$ cat src/rtl/im_loader_pkg.sv
`default_nettype none
// ============================================================================
// Module      : im_loader_pkg
// Description : Shared state encoding and instruction-memory base address.
// Revision    : 1.0 - initial release
// ============================================================================
package im_loader_pkg;

    typedef enum logic [2:0] {
        S_IDLE  = 3'd0,
        S_RECV  = 3'd1,
        S_WRITE = 3'd2,
        S_CKSUM = 3'd3,
        S_DONE  = 3'd4
    } state_t;

    // Also the fetch unit's reset PC.
    localparam logic [31:0] c_im_base_addr = 32'h0000_3000;

endpackage : im_loader_pkg
`default_nettype wire

$ cat src/rtl/im_word_packer.sv
`default_nettype none
// ============================================================================
// Module      : im_word_packer
// Description : Packs accepted bytes big-endian into 32-bit words.
// Revision    : 1.0 - initial release
// ============================================================================
module im_word_packer (
    input  logic        clk,
    input  logic        reset,
    input  logic        clear,
    input  logic        take,
    input  logic [7:0]  byte_data,
    output logic        word_valid,
    output logic [31:0] word
);

    logic [1:0]  r_cnt;
    logic [23:0] r_shift;

    // The word is complete combinationally on the 4th accepted byte.
    assign word_valid = take && (r_cnt == 2'd3);
    assign word       = {r_shift, byte_data};

    always_ff @(posedge clk) begin
        if (reset || clear) begin
            r_cnt   <= 2'd0;
            r_shift <= 24'd0;
        end else if (take) begin
            r_cnt   <= r_cnt + 2'd1;
            r_shift <= {r_shift[15:0], byte_data};
        end
    end

endmodule : im_word_packer
`default_nettype wire

$ cat src/rtl/im_loader.sv
`default_nettype none
// ============================================================================
// Module      : im_loader
// Description : Byte-stream instruction-memory loader; holds the core while
//               loading. Optional checksum trailer via IM_LOADER_CKSUM_EN.
// Revision    : 1.0 - initial release
// ============================================================================
module im_loader
    import im_loader_pkg::*;
#(
    parameter int          ADDR_W    = 12,
    parameter logic [31:0] BASE_ADDR = c_im_base_addr
) (
    input  logic              clk,
    input  logic              reset,
    input  logic              start,
    input  logic [ADDR_W:0]   load_len,
    input  logic              byte_valid,
    input  logic [7:0]        byte_data,
    output logic              byte_ready,
    output logic              im_we,
    output logic [ADDR_W-1:0] im_addr,
    output logic [31:0]       im_wdata,
    output logic [31:0]       last_pc,
    output logic              cpu_hold,
    output logic              done,
    output logic              error
);

    localparam logic [ADDR_W:0] c_max_len = {1'b1, {ADDR_W{1'b0}}};
    localparam logic [ADDR_W:0] c_one     = {{ADDR_W{1'b0}}, 1'b1};

    state_t            r_state;
    logic [ADDR_W:0]   r_len;
    logic [ADDR_W:0]   r_idx;
    logic [ADDR_W:0]   w_idx_next;
    logic              w_take;
    logic              w_clear;
    logic              w_word_valid;
    logic [31:0]       w_word;
`ifdef IM_LOADER_CKSUM_EN
    logic [31:0]       r_sum;
`endif

    assign w_take     = byte_valid && byte_ready;
    assign w_clear    = start && ((r_state == S_IDLE) || (r_state == S_DONE));
    assign w_idx_next = r_idx + c_one;

    im_word_packer u_packer (
        .clk        (clk),
        .reset      (reset),
        .clear      (w_clear),
        .take       (w_take),
        .byte_data  (byte_data),
        .word_valid (w_word_valid),
        .word       (w_word)
    );

    always_ff @(posedge clk) begin
        if (reset) begin
            r_state    <= S_IDLE;
            r_len      <= '0;
            r_idx      <= '0;
            byte_ready <= 1'b0;
            im_we      <= 1'b0;
            im_addr    <= '0;
            im_wdata   <= 32'd0;
            last_pc    <= BASE_ADDR;
            cpu_hold   <= 1'b0;
            done       <= 1'b0;
            error      <= 1'b0;
`ifdef IM_LOADER_CKSUM_EN
            r_sum      <= 32'd0;
`endif
        end else begin
            im_we <= 1'b0;
            case (r_state)
                S_IDLE, S_DONE: begin
                    if (start) begin
                        r_len <= load_len;
                        r_idx <= '0;
                        error <= 1'b0;
`ifdef IM_LOADER_CKSUM_EN
                        r_sum <= 32'd0;
`endif
                        if (load_len == '0) begin
`ifdef IM_LOADER_CKSUM_EN
                            // Empty image still carries a (zero) checksum.
                            r_state    <= S_CKSUM;
                            byte_ready <= 1'b1;
                            cpu_hold   <= 1'b1;
                            done       <= 1'b0;
`else
                            r_state    <= S_DONE;
                            done       <= 1'b1;
`endif
                        end else if (load_len > c_max_len) begin
                            r_state <= S_DONE;
                            done    <= 1'b1;
                            error   <= 1'b1;
                        end else begin
                            r_state    <= S_RECV;
                            byte_ready <= 1'b1;
                            cpu_hold   <= 1'b1;
                            done       <= 1'b0;
                        end
                    end
                end
                S_RECV: begin
                    if (w_word_valid) begin
                        r_state    <= S_WRITE;
                        byte_ready <= 1'b0;
                        im_we      <= 1'b1;
                        im_addr    <= r_idx[ADDR_W-1:0];
                        im_wdata   <= w_word;
                    end
                end
                S_WRITE: begin
                    last_pc <= BASE_ADDR + (32'(im_addr) << 2);
                    r_idx   <= w_idx_next;
`ifdef IM_LOADER_CKSUM_EN
                    r_sum   <= r_sum + im_wdata;
`endif
                    if (w_idx_next == r_len) begin
`ifdef IM_LOADER_CKSUM_EN
                        r_state    <= S_CKSUM;
                        byte_ready <= 1'b1;
`else
                        r_state    <= S_DONE;
                        done       <= 1'b1;
                        cpu_hold   <= 1'b0;
`endif
                    end else begin
                        r_state    <= S_RECV;
                        byte_ready <= 1'b1;
                    end
                end
`ifdef IM_LOADER_CKSUM_EN
                S_CKSUM: begin
                    if (w_word_valid) begin
                        r_state    <= S_DONE;
                        byte_ready <= 1'b0;
                        cpu_hold   <= 1'b0;
                        done       <= 1'b1;
                        error      <= (w_word != r_sum);
                    end
                end
`endif
                default: begin
                    r_state    <= S_IDLE;
                    byte_ready <= 1'b0;
                    cpu_hold   <= 1'b0;
                end
            endcase
        end
    end

endmodule : im_loader
`default_nettype wire

$ cat config.mk
export PLATFORM = sky130hd
export DESIGN_NAME = im_loader
export DESIGN_NICKNAME = d
export VERILOG_FILES = /design/src/rtl/im_loader_pkg.sv /design/src/rtl/im_word_packer.sv /design/src/rtl/im_loader.sv
export SDC_FILE = /design/constraint.sdc
export NUM_CORES = 1
export LEC_CHECK = 0
export CAP_MARGIN = 20
export CORE_ASPECT_RATIO = 1.1
export CORE_MARGIN = 2
export CORE_UTILIZATION = 50
export DETAILED_ROUTE_END_ITERATION = 8
export PLACE_DENSITY = 0.79
export SYNTH_ARGS = -nofsm -noshare
export SYNTH_HDL_FRONTEND = slang
export SYNTH_SLANG_ARGS = --single-unit
$ cat constraint.sdc
create_clock -name clk -period 3.7 [get_ports clk]
set_input_delay 0.74 -clock clk [delete_from_list [all_inputs] [get_ports clk]]
set_output_delay 0.74 -clock clk [all_outputs]
set_load 0.02 [all_outputs]
* Word level (Yosys, flattened, before mapping)
Cells that the tools add are included.
** Operators by class
- $add $sub $neg :: 3
- Multiply operators :: 0
- Divide/modulo/power cells :: 0
- $lt $le $gt $ge :: 1
- Eq/ne operators :: 11
- Shift operators :: 0
- Mux-type cells :: 23
- Bitwise gates (word level) :: 1
- Reductions and logical operators :: 17
** Operator list (count)
- $pmux 13 s2 :: 1
- $add 14x14->15 const A :: 1
- $mux 3 :: 5
- $add 13x1->13 const B :: 1
- $eq 13x13->1 :: 1
- $gt 13x13->1 const B :: 1
- $logic_not 13->1 :: 1
- $mux 13 :: 1
- $mux 1 :: 12
- $ne 2x2->1 const B :: 5
- $reduce_and 5->1 :: 2
- $pmux 3 s3 :: 1
- $reduce_and 2->1 :: 4
- $pmux 1 s3 :: 2
- $reduce_or 2->1 :: 2
- $eq 3x1->1 const B :: 1
- $eq 3x2->1 const B :: 1
- $eq 3x3->1 const B :: 1
- $logic_and 1x1->1 :: 3
- $logic_not 3->1 :: 1
- $reduce_and 3->1 :: 1
- $add 2x1->2 const B :: 1
- $eq 2x2->1 const B :: 1
- $logic_or 1x1->1 :: 2
- other kinds (4) :: 4
** Word-level totals
- Bits in registers :: 136
- Bits in latches :: 0
- RAM bits :: 0
- ROM bits :: 0
- Input port bits :: 25
- Output and inout port bits :: 81
- Word-level logic and storage cells :: 69
- Memories :: 0

* Depth between registers and ports, before layout
Gate-level depths: netlist (run 1).
- Depth in word-level cells :: 5
- Mapped depth :: 9

* By module
From an unflattened synthesis (run 1), not the netlist that was laid out.
** Unflattened totals
- Cell total of the unflattened synthesis :: 608
- Area, all modules :: 5027.3 um^2
** Modules (own cells, without submodules)
- im_loader :: instances 1, cells each 513, area each 3987.6 um^2, sequential area each 1821.7 um^2
- im_word_packer :: instances 1, cells each 95, area each 1039.7 um^2, sequential area each 520.5 um^2

* Least setup slack after synthesis (run 1)
No wires, ideal clock.
- Path kind :: reg-to-reg
- Start :: reg r_idx[0]
- End :: reg byte_ready
- Data arrival time :: 1.827 ns
- Setup slack :: 1.757 ns
- Cell stages (with the launch flop) :: 9
- Period minus slack after synthesis :: 1.943 ns
- Cell sequence :: dfxtp_1 > ha_1 > and2_1 > buf_6 > a211oi_2 > nor4_1 > nor4_2 > nand3_1 > a31o_1
** Between the ends
- Cells in the longest elaborated chain, start to end :: 4
** RTL lines
- from (decl) :: line im_loader.sv:35 : logic [ADDR_W:0] r_idx;
- from (signal assigned) :: line im_loader.sv:120 : r_idx <= w_idx_next;
- $add 13x1->13 :: line im_loader.sv:47 : assign w_idx_next = r_idx + c_one;
- $eq 13x13->1 :: line im_loader.sv:124 : if (w_idx_next == r_len) begin
- $ne 2x2->1 (no line)
- $reduce_and 5->1 (no line)
- to (signal assigned) :: line im_loader.sv:64 : byte_ready <= 1'b0;
- to (signal assigned) :: line im_loader.sv:135 : byte_ready <= 1'b1;
- to (signal assigned) :: line im_loader.sv:151 : byte_ready <= 1'b0;
- to (decl) :: line im_loader.sv:20 : output logic byte_ready,
No other way between the ends.
A chain may end at the register's enable or synchronous reset.

* Worst setup path after layout (run 1)
Ends and elaborated chain as after synthesis.

==> results of run 1 <==
worst min-delay path by stage:
stage | slack, ns | start | endpoint
6_report | 0.45 | u_packer.r_shift[23]$_SDFFE_PP0P_ | im_wdata[31]$_SDFFE_PP0P_
5_1_grt | 0.47 | im_wdata[21]$_SDFFE_PP0P_ | im_wdata[21]$_SDFFE_PP0P_
4_1_cts | 0.46 | im_wdata[21]$_SDFFE_PP0P_ | im_wdata[21]$_SDFFE_PP0P_
3_5_place_dp | 0.45 | im_wdata[21]$_SDFFE_PP0P_ | im_wdata[21]$_SDFFE_PP0P_
3_3_place_gp | 0.44 | last_pc[11]$_SDFFE_PP0P_ | last_pc[11]$_SDFFE_PP0P_
2_1_floorplan | 0.43 | u_packer.r_shift[16]$_SDFFE_PP0P_ | im_wdata[24]$_SDFFE_PP0P_
worst max-delay path, stage by stage (launching register included):
cell and delay, ns:
dfxtp_1 0.46, ha_1 0.33, and2_1 0.36, and4b_1 0.25, nor4_1 0.06, nor4_2 0.32
nand3_1 0.23, a31o_1 0.26
cell usage in the layout (no fill, tap or decap), types with 3 or more instances in the layout:
cell,count
nand2_1,199
dfxtp_1,117
a21oi_1,113
clkdlybuf4s50_1,85
nor2_1,31
conb_1,19
clkbuf_16,16
xnor2_1,15
o21ai_0,10
nand3_1,8
buf_4,7
nand4_1,6
nor4_1,6
nor3_1,6
inv_6,6
xor2_1,5
and2_1,4
clkinv_4,4
inv_1,3
and3_1,3
a211oi_1,3
ha_1,3
inv_8,3
cells by family after synthesis:
logic type	Yosys count	share of synthesized area, %
mux	1	0.204
buf+inv	67	7.35
xor+xnor	20	3.57
flops	117	47.8
simple gates	279	24.1
compound gates	143	16.2
other cells	1	0.0765
fa+ha+maj	3	0.766
flip-flops by register name, summed over array words and instances, names as in the netlist, 2 cells and up:
| signal | count |
|---|---|
| im_addr | 12 |
| im_wdata | 32 |
| last_pc | 13 |
| r_idx | 13 |
| r_len | 13 |
| r_state | 3 |
| u_packer.r_cnt | 2 |
| u_packer.r_shift | 24 |
per-layer routing:
metal / share of wire (%) / wire length (um) / vias to the layer above
met5: 0 / 0 / -
met4: 1.2 / 135 / 0
met3: 6.8 / 793 / 11
met2: 51 / 5910 / 142
met1: 41 / 4790 / 2122
li1: - / - / 2207
power by group:
group | switching (W) | total (W) | internal (W)
sequential | 0.0000148 | 0.00129 | 0.00128
clock | 0.000654 | 0.00157 | 0.000919
combinational | 0.0000980 | 0.000157 | 0.0000592
total | 0.000767 | 0.00302 | 0.00225
metrics by stage:
| stage | cells | setup slack, ns |
|---|---|---|
| after floorplan | 649 | 1.76 |
| after global placement | 795 | 1.04 |
| after detailed placement | 795 | 0.985 |
| after CTS | 827 | 1.35 |
| after global routing | 827 | 1.17 |
| final | 827 | 1.33 |
layout make-up:
cell class                      count  area, um2  share of cell area, %
Inverter                            3       11.3                  0.180
Timing Repair Buffer               93        908                   14.5
Tap cell                          117        146                   2.34
Clock buffer                       17        414                   6.63
Clock inverter                     15        159                   2.54
Sequential cell                   117       2340                   37.5
Multi-Input combinational cell    465       2270                   36.3
==> results.json, run 1 <==
{
  "status": "finished clean",
  "period_needed_ns": 2.37,
  "core_um2": 9440,
  "power_density_nw_per_um2": 484,
  "grt.overflow.total": 0,
  "die_area_um2": 10600,
  "syn_avg_cell_area_um2": 7.77,
  "yosysMostFrequentCell": "nand2_1",
  "clkLatencyLatePin_ns": 0.52,
  "synth_area_leaders": "dfxtp_1 (48%), nand2_1 (15%), a21oi_1 (12%), buf_4 (3.1%), xnor2_1 (2.7%)",
  "startpoint_type": "flip-flop",
  "reg2regPathDepth": 7,
  "crit_type": "flip-flop to flip-flop",
  "dr.first_iter.drc_count": 259,
  "worst_pin_slew_ns": 1.03,
  "grt_pass1_vias": 4200,
  "portBuffers": 86,
  "design_area_um2": 6250,
  "post_cts_buffers": 0,
  "finalHoldViolCount": 0,
  "yosysTopAreaCellShare_pct": 47.8,
  "synth.top_cells.by_count": "nand2_1 (199), dfxtp_1 (117), a21oi_1 (113), clkbuf_1 (31), nor2_1 (31)",
  "cap_violations": 0,
  "setup_viol": 0,
  "crit_fanout": 9,
  "reg2reg_to": "byte_ready$_SDFFE_PP0P_",
  "dr_total_vias": 4482,
  "met3_usage_pct": 7.73,
  "p_leak_nw": 2.15,
  "grt-busiest-layer": "met2",
  "clockRootBuffer": "clkbuf_8",
  "relSlewSlack_pct": 31.6,
  "finalWirelength_um": 11600,
  "ctsHoldBuffers": 0,
  "ys_seq_area_share_pct": 47.8,
  "reg2reg_from": "r_idx[0]$_SDFFE_PP0P_",
  "row_count": 37,
  "nNetsFinal": 725,
  "fin_util_pct": 66.2,
  "num-fill-cells": 772,
  "synthFlopType": "dfxtp_1",
  "yosysUniqueCellTypes": 49,
  "worstPathArrival_ns": 2.79,
  "drive_above_1_share_pct": 6.48,
  "grt_max_degree": 64,
  "cts.htree.levels": 4,
  "yosys_warnings": 0,
  "ant_nets": 0,
  "synth-seq-cells": 117,
  "first_pass_iters": 5,
  "power_w": 0.00302,
  "post_dp_cell_area_um2": 5680,
  "area_delta_synth_final_pct": 27.5,
  "start_util_pct": 51.9,
  "hold_depth": 2,
  "grt_antenna_before_repair": 0,
  "fin_skew_ns": 0.00567,
  "startpoint": "r_idx[0]$_SDFFE_PP0P_",
  "fmaxAchievable_mhz": 422,
  "cts.sinks": 117,
  "clock_path_buffers": 2,
  "track_usage_pct": 22.2,
  "hold_ws_ns": 0.450,
  "synth_top_area_cell": "dfxtp_1",
  "synthArstFlopShare_pct": 0,
  "numCtsBuffers": 17,
  "diodes": 0,
  "syn_area_um2": 4900,
  "grtUsageMet2_pct": 38.9,
  "cts_resized": 0,
  "cts_tree": "yes",
  "rsz0062_at_grt": "no",
  "grt_first_pass_wirelength_um": 19100,
  "synthCells": 631,
  "fp.dieW_um": 98.4,
  "wl_per_cell_um": 14.0,
  "finalWeightedCongestion": 0.825,
  "clk_pin_slew_ns": 0.06,
  "die_h_um": 108,
  "crit_end": "byte_ready$_SDFFE_PP0P_",
  "drc": 0,
  "fin_crit_sh_pct": 64.0,
  "crit_required_ns": 4.12,
  "final.setup.tns_ns": 0,
  "reg2reg_setup_slack_ns": 1.33,
  "slew_violations": 0,
  "met1_usage_pct": 25.4,
  "dpl.hpwl_um": 7680,
  "peakVddDrop_mv": 0.356,
  "vias_per_cell": 5.42,
  "end_kind": "flip-flop",
  "synth-edff-count": 0,
  "hp-class": "flip-flop to flip-flop",
  "io_pins": 106
}
Note: power is estimated with default switching activity, not from simulation.
==> run 2, diff against run 1 <==
- CORE_UTILIZATION: 50 -> 46
- PLACE_DENSITY: 0.79 -> 0.76
- clock period: 3.7 -> 1.9 ns (I/O delays scaled with it)
==> run 2 against run 1 <==
  * The flow now finishes with violations (negative setup slack)
  * Clock skew is 0.0020 ns higher
  * Utilization is 2.0 points lower
  * Design area is 6.6% higher
  * Via count is 0.96% higher
  * Maximum frequency is 23% higher
  * Non-clock buffer count is 33 higher
  * Count of clock-buffer cells in the layout is 3 higher
  * Clock power is 95% higher
  * Die area is 8.4% higher
  * Critical endpoint unchanged
  * Largest cell class unchanged
==> results.json, run 2 (same netlist as run 1, synthesis figures left out) <==
{
  "status": "complete, but fails checks",
  "failed_checks": "negative setup slack",
  "final_common_cell": "nand2_1",
  "top_register": "im_wdata",
  "post_dp_cell_area_um2": 6000,
  "start_util_pct": 47.2,
  "grt.overflow.total": 0,
  "power_density_nw_per_um2": 887,
  "clockRootBuffer": "clkbuf_16",
  "io_pins": 106,
  "ctsHoldBuffers": 0,
  "portBuffers": 86,
  "reg2reg_to": "byte_ready$_SDFFE_PP0P_",
  "crit_type": "flip-flop to flip-flop",
  "area_delta_synth_final_pct": 35.9,
  "finalNonFillerCells": 886,
  "crit_buf_inv": 0,
  "design_area_um2": 6660,
  "cts.htree.levels": 4,
  "reg2reg_setup_slack_ns": -0.02,
  "nNetsFinal": 758,
  "crit_required_ns": 2.21,
  "cts_tree": "yes",
  "core_um2": 10400,
  "first_pass_iters": 4,
  "slew_violations": 0,
  "startpoint": "r_idx[1]$_SDFFE_PP0P_",
  "diodes": 0,
  "finalWirelength_um": 12200,
  "worst_hold_path.endpoint": "done$_SDFFE_PP0P_",
  "period_needed_ns": 1.92,
  "numCtsBuffers": 17,
  "clock_path_buffers": 2,
  "hp-class": "primary input to flip-flop",
  "dr.first_iter.drc_count": 201,
  "critPathSlowestCell": "dfxtp_2",
  "worstPathArrival_ns": 2.23,
  "ant_nets": 0,
  "die_h_um": 112,
  "dpl.hpwl_um": 8450,
  "startpoint_type": "flip-flop",
  "track_usage_pct": 22.0,
  "grt_first_pass_wirelength_um": 20200,
  "p_leak_nw": 2.33,
  "clkLatencyLatePin_ns": 0.41,
  "reg2reg_from": "r_idx[1]$_SDFFE_PP0P_",
  "fin_ws_ns": -0.0223,
  "fp.dieW_um": 102,
  "grt_antenna_before_repair": 0,
  "grt_pass1_vias": 4514,
  "cap_violations": 0,
  "wl_per_cell_um": 13.8,
  "end_kind": "flip-flop",
  "cts.sinks": 117,
  "clk_pin_slew_ns": 0.06,
  "peakVddDrop_mv": 0.619,
  "reg.largest.list": "im_wdata: 32 flops, u_packer.r_shift: 24 flops",
  "critPathMaxStageDelay_ns": 0.34,
  "final_cell_mix": "nand2_1 (199), dfxtp_1 (114), a21oi_1 (113)",
  "rsz0062_at_grt": "yes",
  "min_from": "reset",
  "grt_max_degree": 64,
  "setup_viol": 1,
  "finalHoldViolCount": 0,
  "finalWeightedCongestion": 0.838,
  "hold_depth": 2,
  "row_count": 39,
  "path_cells": "ha_4, xor2_1, a211oi_1, nand4_1, nor4_4, nand3_2, a31o_1",
  "critPathTopFamily": "simple AND/OR/NAND/NOR gates",
  "drc": 0,
  "largest_reg_flops": 32,
  "drive_above_1_share_pct": 12.2,
  "die_area_um2": 11500,
  "dr_total_vias": 4525,
  "fin_skew_ns": 0.00769,
  "fmaxAchievable_mhz": 520,
  "fin_crit_sh_pct": 101,
  "fin_util_pct": 64.1,
  "vias_per_cell": 5.11,
  "crit_fanout": 3,
  "place_inst": 853,
  "reg2regPathDepth": 7,
  "hold_ws_ns": 0.288
}
==> run 2: changes by cell type in the layout (fill, tap and decap cells not counted), sizes merged <==
| cell | change |
|---|---|
| inv | -5 |
| clkinvlp | +4 |
| clkinv | -2 |
| clkbuf | +3 |
| buf | +33 |
==> run 2: timing repair <==
item / in CTS / in global routing
gates resized for setup: 5 / 12
cloned: 0 / 0
buffers inserted: 0 / 1
pin swaps: 6 / 10
endpoints found under the setup margin: 2 / 6
==> run 2: cell type report <==
cell class | instances | area (um2)
Timing Repair Buffer | 126 | 1210
Tap cell | 143 | 179
Inverter | 3 | 11.3
Fill cell | 893 | 3730
Sequential cell | 117 | 2350
Clock buffer | 20 | 457
Multi-Input combinational cell | 465 | 2340
Clock inverter | 12 | 120
==> run 2: layer usage <==
| layer | vias up | track usage [%] | share of wire, % |
|---|---|---|---|
| li1 | 2265 | - | - |
| met1 | 2122 | 25.1 | 42 |
| met2 | 113 | 38.9 | 51 |
| met3 | 25 | 6.48 | 4.6 |
| met4 | 0 | 7.29 | 2.0 |
| met5 | - | 0 | 0 |
==> run 2: through the flow <==
step           total power, W  setup TNS [ns]  setup WS [ns]
3_5_place_dp          0.00289          -0.977         -0.288
6_report              0.00591         -0.0223        -0.0223
5_1_grt               0.00608         -0.0434        -0.0352
4_1_cts               0.00593               0        0.00255
2_1_floorplan         0.00279               0         0.0402
3_3_place_gp          0.00288          -0.653         -0.218
==> run 2: power breakdown <==
group          internal, W  switching, W  total [W]  leakage (nW)
combinational     0.000135      0.000200   0.000335          1.12
sequential         0.00248     0.0000290    0.00251         0.948
clock              0.00188       0.00118    0.00306         0.266
==> run 2: worst max path at each step <==
stage                     slack [ns]                      end  cells past startpoint
after detailed placement       -0.29  byte_ready$_SDFFE_PP0P_                      7
after global routing           -0.04  byte_ready$_SDFFE_PP0P_                      7
after CTS                      0.003        done$_SDFFE_PP0P_                      8
after global placement         -0.22  byte_ready$_SDFFE_PP0P_                      7
after floorplan                 0.04  byte_ready$_SDFFE_PP0P_                      8
final                          -0.02  byte_ready$_SDFFE_PP0P_                      7
